<file path="config.mk">
export PLATFORM = sky130hd
export DESIGN_NAME = fb_write_arbiter
export DESIGN_NICKNAME = d
export VERILOG_FILES = /design/src/rtl/fb_write_arbiter.sv
export SDC_FILE = /design/constraint.sdc
export NUM_CORES = 1
export LEC_CHECK = 0
export BUFFER_PORTS_ARGS = -buffer_cell sky130_fd_sc_hd__buf_2
export CAP_MARGIN = 30
export CORE_MARGIN = 2
export CORE_UTILIZATION = 60
export DETAILED_ROUTE_END_ITERATION = 12
export GPL_TIMING_DRIVEN = 0
export HOLD_SLACK_MARGIN = 0.12
export PLACE_DENSITY = 0.78
export SYNTH_ARGS = -nofsm -noshare
export SYNTH_HDL_FRONTEND = slang
export SYNTH_SLANG_ARGS = --single-unit
</file>
<file path="constraint.sdc">
create_clock -name clk -period 4.5 [get_ports clk]
set_input_delay 0.9 -clock clk [delete_from_list [all_inputs] [get_ports clk]]
set_output_delay 0.9 -clock clk [all_outputs]
set_load 0.02 [all_outputs]
</file>
<file path="src/rtl/fb_write_arbiter.sv">
// Multi-channel framebuffer write port: per-channel pixel FIFOs arbitrated round-robin onto one
// valid/ready write bus. Define FB_WRITE_ARB_CLIP_EN to discard and count out-of-range writes.
module fb_write_arbiter #(
    parameter int unsigned NUM_CH     = 2,
    parameter int unsigned X_W        = 10,
    parameter int unsigned Y_W        = 10,
    parameter int unsigned PXL_W      = 12,
    parameter int unsigned FB_WIDTH   = 640,
    parameter int unsigned FB_HEIGHT  = 480,
    parameter int unsigned FIFO_DEPTH = 4,
    parameter int unsigned ADDR_W     = 19,
    localparam int unsigned CH_W      = (NUM_CH > 1) ? $clog2(NUM_CH) : 1
) (
    input  logic                      clk,
    input  logic                      reset,
    input  logic [NUM_CH*X_W-1:0]     ch_pxl_x,
    input  logic [NUM_CH*Y_W-1:0]     ch_pxl_y,
    input  logic [NUM_CH*PXL_W-1:0]   ch_pxl_value,
    input  logic [NUM_CH-1:0]         ch_wr_en,
    output logic [NUM_CH-1:0]         ch_ready,
    output logic [ADDR_W-1:0]         fb_wr_addr,
    output logic [PXL_W-1:0]          fb_wr_data,
    output logic [CH_W-1:0]           fb_wr_ch,
    output logic                      fb_wr_valid,
    input  logic                      fb_wr_ready,
    output logic [NUM_CH-1:0]         clip_pulse,
    output logic [15:0]               clip_count
);

    localparam int unsigned PTR_W   = $clog2(FIFO_DEPTH);
    localparam int unsigned CNT_W   = PTR_W + 1;
    localparam int unsigned ENTRY_W = ADDR_W + PXL_W;

    if (NUM_CH < 1 || NUM_CH > 8 || FIFO_DEPTH < 2 || (FIFO_DEPTH & (FIFO_DEPTH - 1)) != 0
        || FB_WIDTH == 0 || FB_HEIGHT == 0) begin : g_param_check
        $error("fb_write_arbiter: illegal parameter set");
    end

    logic [ENTRY_W-1:0] mem_q    [NUM_CH][FIFO_DEPTH];
    logic [PTR_W-1:0]   wr_ptr_q [NUM_CH];
    logic [PTR_W-1:0]   rd_ptr_q [NUM_CH];
    logic [CNT_W-1:0]   count_q  [NUM_CH];

    logic [X_W-1:0]     px       [NUM_CH];
    logic [Y_W-1:0]     py       [NUM_CH];
    logic [PXL_W-1:0]   value    [NUM_CH];
    logic [ADDR_W-1:0]  lin_addr [NUM_CH];

    logic [NUM_CH-1:0]  accept;
    logic [NUM_CH-1:0]  clip;
    logic [NUM_CH-1:0]  push;
    logic [NUM_CH-1:0]  pop;
    logic [NUM_CH-1:0]  not_empty;

    logic [CH_W-1:0]    last_grant_q;
    logic [CH_W-1:0]    sel;
    logic [CH_W-1:0]    cand;
    logic               found;
    logic               load;
    logic [ENTRY_W-1:0] head;

    // Address math is done modulo 2^ADDR_W, which equals the truncated full-precision result.
    always_comb begin
        for (int i = 0; i < NUM_CH; i++) begin
            px[i]        = ch_pxl_x[i*X_W +: X_W];
            py[i]        = ch_pxl_y[i*Y_W +: Y_W];
            value[i]     = ch_pxl_value[i*PXL_W +: PXL_W];
            lin_addr[i]  = ADDR_W'(py[i]) * ADDR_W'(FB_WIDTH) + ADDR_W'(px[i]);
            ch_ready[i]  = count_q[i] != CNT_W'(FIFO_DEPTH);
            not_empty[i] = count_q[i] != '0;
            accept[i]    = ch_wr_en[i] & ch_ready[i];
`ifdef FB_WRITE_ARB_CLIP_EN
            clip[i]      = accept[i] & ((32'(px[i]) >= FB_WIDTH) | (32'(py[i]) >= FB_HEIGHT));
`else
            clip[i]      = 1'b0;
`endif
            push[i]      = accept[i] & ~clip[i];
        end
    end

    // Round-robin: first non-empty FIFO strictly after the last granted channel.
    always_comb begin
        found = 1'b0;
        sel   = '0;
        cand  = '0;
        for (int k = 1; k <= NUM_CH; k++) begin
            cand = CH_W'((int'(last_grant_q) + k) % NUM_CH);
            if (!found && not_empty[cand]) begin
                found = 1'b1;
                sel   = cand;
            end
        end
        load = !fb_wr_valid | fb_wr_ready;
        pop  = '0;
        if (load && found) begin
            pop[sel] = 1'b1;
        end
        head = mem_q[sel][rd_ptr_q[sel]];
    end

    always_ff @(posedge clk or negedge reset) begin
        if (!reset) begin
            for (int i = 0; i < NUM_CH; i++) begin
                wr_ptr_q[i] <= '0;
                rd_ptr_q[i] <= '0;
                count_q[i]  <= '0;
            end
        end else begin
            for (int i = 0; i < NUM_CH; i++) begin
                if (push[i]) begin
                    wr_ptr_q[i] <= wr_ptr_q[i] + PTR_W'(1);
                end
                if (pop[i]) begin
                    rd_ptr_q[i] <= rd_ptr_q[i] + PTR_W'(1);
                end
                count_q[i] <= count_q[i] + CNT_W'(push[i]) - CNT_W'(pop[i]);
            end
        end
    end

    // Storage needs no reset: entries are only read behind a non-zero count.
    always_ff @(posedge clk) begin
        for (int i = 0; i < NUM_CH; i++) begin
            if (push[i]) begin
                mem_q[i][wr_ptr_q[i]] <= {lin_addr[i], value[i]};
            end
        end
    end

    always_ff @(posedge clk or negedge reset) begin
        if (!reset) begin
            fb_wr_valid  <= 1'b0;
            fb_wr_addr   <= '0;
            fb_wr_data   <= '0;
            fb_wr_ch     <= '0;
            last_grant_q <= CH_W'(NUM_CH - 1);
        end else if (load) begin
            if (found) begin
                fb_wr_valid              <= 1'b1;
                {fb_wr_addr, fb_wr_data} <= head;
                fb_wr_ch                 <= sel;
                last_grant_q             <= sel;
            end else begin
                fb_wr_valid <= 1'b0;
            end
        end
    end

`ifdef FB_WRITE_ARB_CLIP_EN
    logic [NUM_CH-1:0] clip_pulse_q;
    logic [15:0]       clip_count_q;
    logic [16:0]       clip_sum;

    always_comb begin
        clip_sum = {1'b0, clip_count_q};
        for (int i = 0; i < NUM_CH; i++) begin
            clip_sum = clip_sum + 17'(clip[i]);
        end
    end

    always_ff @(posedge clk or negedge reset) begin
        if (!reset) begin
            clip_pulse_q <= '0;
            clip_count_q <= '0;
        end else begin
            clip_pulse_q <= clip;
            clip_count_q <= clip_sum[16] ? 16'hFFFF : clip_sum[15:0];
        end
    end

    assign clip_pulse = clip_pulse_q;
    assign clip_count = clip_count_q;
`else
    assign clip_pulse = '0;
    assign clip_count = '0;
`endif

endmodule

</file>
# [Word level (Yosys, flattened, before mapping)]
# Memories as Yosys holds them, arrays and structs flattened.
# Index checks and enable logic that the tools add are counted.
[totals] output_inout_bits=53 mem_bits_rw=248 register_bits=48 mem_count=1 elab_cells=81 inputBits=69
[mem_list] name="mem_q" depth=2 width=124 read_ports=1 rd_ports_with_merged_regs=0 wr=2 line="39" text="logic [ENTRY_W-1:0] mem_q [NUM_CH][FIFO_DEPTH];"
[op_classes] bitwise_logic=7 eq_ne=2 n_addsub=12 mux=26 n_lt_le_gt_ge=10 n_reduce_logical=10 mul=2
[op_table] op="$mux 124" n=2
[op_table] op="$demux 31 s2" n=2
[op_table] op="$mux 31" n=4
[op_table] op="$bmux 31 s2" n=1
[op_table] op="$add 19x10->19" n=2
[op_table] op="$mul 10x3->12 const B" n=2
[op_table] op="$mux 1" n=12
[op_table] op="$ge 3x3->1 const B" n=3
[op_table] op="$not 2->3" n=3
[op_table] op="$add 2x1->2 const B" n=4
[op_table] op="$mux 2" n=4
[op_table] op="$add 3x1->3" n=2
[op_table] op="$lt 1x2->1 const B" n=3
[op_table] op="$lt 3x1->1 const B" n=2
[op_table] op="$ne 3x3->1 const B" n=2
[op_table] op="$reduce_bool 3->1" n=2
[op_table] op="$sub 3x1->3" n=2
[op_table] op="$logic_and 1x1->1" n=5
[op_table] op="$add 1x1->1 const B" n=2
[op_table] op="$and 1x1->1" n=2
[op_table] op="$ge 2x2->1 const B" n=1
[op_table] op="$logic_not 1->1" n=2
[op_table] op="$not 1->2" n=1
[op_table] op="$reduce_and 2->1" n=1
[op_table] op="3 further kinds" n=3

# [Depth between registers and ports, before layout]
[depth] word_depth=15 mapped_depth=10 ltp_nobuf=10

# [Least setup slack after synthesis]
# No wires, ideal clock.
[synth_path] path_kind="in2reg" from="input ch_pxl_y[1]" to="memory mem_q[0][123] in the netlist's numbering, data pin" t_arrival_ns=2.947 path_slack_ns=1.276 stages=9 setup_ns=0.278 n_path_buf=0 required_ns=4.222 path_cell_list="ha_1 > ha_1 > fa_1 > a211oi_1 > nor2_1 > xor2_1 > nand3_1 > nor4_1 > xnor2_1"
[synth_rtl] item="start: declaration" line="17" text="input logic [NUM_CH*Y_W-1:0] ch_pxl_y,"
[synth_rtl] item="end: declaration" line="39"

==> run_results.csv <==
group,metric,value,unit
timing,setup_violations,0,
pwr,ir_worst_vdd,415,uV
layout,drive_above_1_share,18.6,%
logic_synthesis,synth_ff_type,"edfxtp_1",
drt,drc,0,
clock_tree,clkTransAtPathRegs,60,ps
timing,rsz0062_at_grt,"false",
setup_path,critPathSlowestCell,"xnor2_1",
drt,ant_nets,0,
drt,routedWlPerCell,20.6,um
layout,final_cell_mix,"edfxtp_1 (248), buf_2 (109), nand2_1 (73), a21oi_1 (69), nor2b_1 (66)",
setup_path,crit_required,4790,ps
clock_tree,insertion_delay,560,ps
logic_synthesis,syn_inst,933,
setup_path,path_cells,"buf_2 -> ha_1 -> ha_1 -> fa_1 -> a211oi_1 -> nor3b_1 -> o21a_1 -> o31ai_1 -> nor4_1 -> xnor2_1",
timing,final_max_slew_viol_count,0,
logic_synthesis,yosysSeqAreaShare,65.7,%
logic_synthesis,synth.area.mux_share,4.79,%
pwr,power.density,684,mW/mm^2
logic_synthesis,synth_area,0.0132,sq mm
floorplanning,io_pins,122,
hold_path,hold_path.class,"input port to async pin",
setup_path,crit_family,"adder cells",
clock_tree,clk_path_buf_depth,3,
global_routing,antenna_found_initial,1,
clock_tree,cts-root-buf,"clkbuf_16",
logic_synthesis,synth_edf_count,248,
drt,drt_iter0_drc,709,
setup_path,arrival,3490,ps
layout,nNetsFinal,1214,
logic_synthesis,ys_async_sr_fraction,16.2,%
placed_design,gp_congestion,0.779,
clock_tree,post_cts_buffers,0,
logic_synthesis,synth_top_family_by_area,"compound AO/OA/AOI/OAI gates",
setup_path,cp.buffers_inverters,1,
floorplanning,die_height,152,um
drt,vias,8077,
setup_path,slowest_delay,430,ps
pwr,p_total,10400,uW
floorplanning,rows,54,
floorplanning,start_util,60.7,%
timing,max_freq,312,MHz
layout,layout_commonest_cell,"edfxtp_1",
timing,fin_crit_sh,71.1,%
job,maxCapViolCount,0,
logic_synthesis,synthXorXnorAreaFrac,2.60,%
global_routing,grt_max_degree,32,
floorplanning,die_area,0.0231,sq mm
drt,drt_wl_total,28.7,mm
clock_tree,cts_resized,0,
timing,worst_slew_pin_slew,965,ps
placed_design,dp_hpwl,18.8,mm
logic_synthesis,synthDistinctLibCells,44,
global_routing,grtUsageTotal,24.4,%
clock_tree,cts_max_level,1,
clock_tree,ctsHoldBuffers,0,
floorplanning,core_area,0.0217,sq mm
floorplanning,die_w,152,um
setup_path,critPathKind,"input port to flip-flop",
logic_synthesis,yosys_warnings,0,
logic_synthesis,synthAdderAreaFrac,5.67,%
pwr,power.leakage,0.00588,uW
timing,skew,8.95,ps
logic_synthesis,synth-simple-area-share,7.50,%
drt,drtPass1Iterations,5,
layout,area_growth,15.5,%
logic_synthesis,syn_area_per_cell,14.1,sq um
logic_synthesis,yosys_register_bits,296,
logic_synthesis,synth_top_area_share,56.6,%
clock_tree,cts_num_sinks,296,
clock_tree,cts_tree,"done",
global_routing,grt_pass1_wl,43.6,mm
outcome,status,"complete, no violations",
timing,slew_headroom,35.7,%
global_routing,overflow,0,
setup_path,cp-start-kind,"input port",
clock_tree,cts_made_buffers,29,
timing,hold_viol_final,0,
placed_design,io_buffers,103,
logic_synthesis,synth_area_leaders,"edfxtp_1 (57%), dfrtp_1 (8.9%), mux2i_1 (4.8%)",
setup_path,cpMostUsedCell,"ha_1",
setup_path,path_max_fanout,4,
drt,vias_per_cell,5.79,
timing,min_period,3200,ps
logic_synthesis,synth_compound_area_share,10.2,%
logic_synthesis,synth_top_cell_by_area,"edfxtp_1",
setup_path,crit_path_end_kind,"flip-flop",
global_routing,grt_pass1_vias,8057,
timing,setup_tns,0,ps
[cells in the mapped netlist, types with 2 or more instances]
cell,instances
and2_1,2
edfxtp_1,248
nor4_1,3
nand3_1,4
ha_1,50
a31oi_1,3
buf_6,6
mux2i_1,63
a22oi_2,10
or3_1,2
xnor2_1,26
dfrtp_1,47
clkbuf_1,30
nor3_1,4
and3_1,8
nand2b_1,4
a21oi_1,69
xor2_1,13
a211oi_1,65
inv_1,25
nor2b_1,66
a21o_1,6
nor2_1,15
buf_1,2
buf_2,6
nand2_1,73
a22oi_1,21
o21a_1,6
fa_1,6
nor3b_1,5
o21ai_0,11
o31ai_1,4
buf_4,19
[cells by family after synthesis]
logic type | count (synthesis)
and+or+nand+nor | 191
muxes | 63
other | 1
AOI/OAI and AO/OA | 199
buffers and inverters | 88
xor gates and xnor gates | 39
adders and majority gates | 56
DFF | 296
[path summary, 6_finish.rpt]
check,startpoint,endpoint,slack (ps),cells after the start
max reg2reg,count_q[5]$_DFF_PN0_,count_q[2]$_DFF_PN0_,1740,10
max,ch_pxl_y[1],mem_q[0][61]$_DFFE_PP_,1300,10
max in group asynchronous,reset,fb_wr_addr[12]$_DFFE_PN0N_,3550,2
min in group clk,fb_wr_data[5]$_DFFE_PN0N_,fb_wr_data[5]$_DFFE_PN0N_,460,2
min,reset,fb_wr_data[6]$_DFFE_PN0N_,360,1
min reg2reg,fb_wr_data[5]$_DFFE_PN0N_,fb_wr_data[5]$_DFFE_PN0N_,460,2
[where the power goes]
part           total (uW)  switching (uW)  internal [uW]  leakage, uW
clock network        2440            1010           1440     0.000483
logic                3940            2590           1350      0.00255
registers            4010             226           3780      0.00284
[per-layer routing]
metal  share of wire, %  track usage [%]
met1                 40             32.1
met2                 50             41.7
met3                7.7             3.96
met4                2.4             8.46
met5                  0                0
[sequential cells by signal, summed over array words and instances (netlist names)]
signal,flops
last_grant_q,1
fb_wr_data,12
rd_ptr_q,4
mem_q,248
wr_ptr_q,4
fb_wr_valid,1
fb_wr_addr,19
count_q,6
fb_wr_ch,1
[stage by stage]
stage / util (%) / instances / cell area, sq um / setup WS, ps / hold slack (ps)
floorplan: - / 950 / 13200 / 1280 / 462
global placement: 65.0 / 1333 / 14100 / 778 / 444
detailed placement: 65.5 / 1338 / 14200 / 723 / 451
CTS: 70.0 / 1392 / 15200 / 1270 / 379
global route: 70.1 / 1393 / 15200 / 1110 / 410
finish: 70.1 / 1394 / 15200 / 1300 / 358
[area by class of cell]
cell class / instances / area [sq um]
Antenna cell: 2 / 5.00
Buffer: 63 / 360
Clock buffer: 43 / 858
Clock inverter: 11 / 120
Fill cell: 1458 / 6490
Inverter: 25 / 93.8
Multi-Input combinational cell: 566 / 4130
Sequential cell: 296 / 8650
Tap cell: 280 / 350
Timing Repair Buffer: 108 / 631
(Power assumes the default switching activity.)
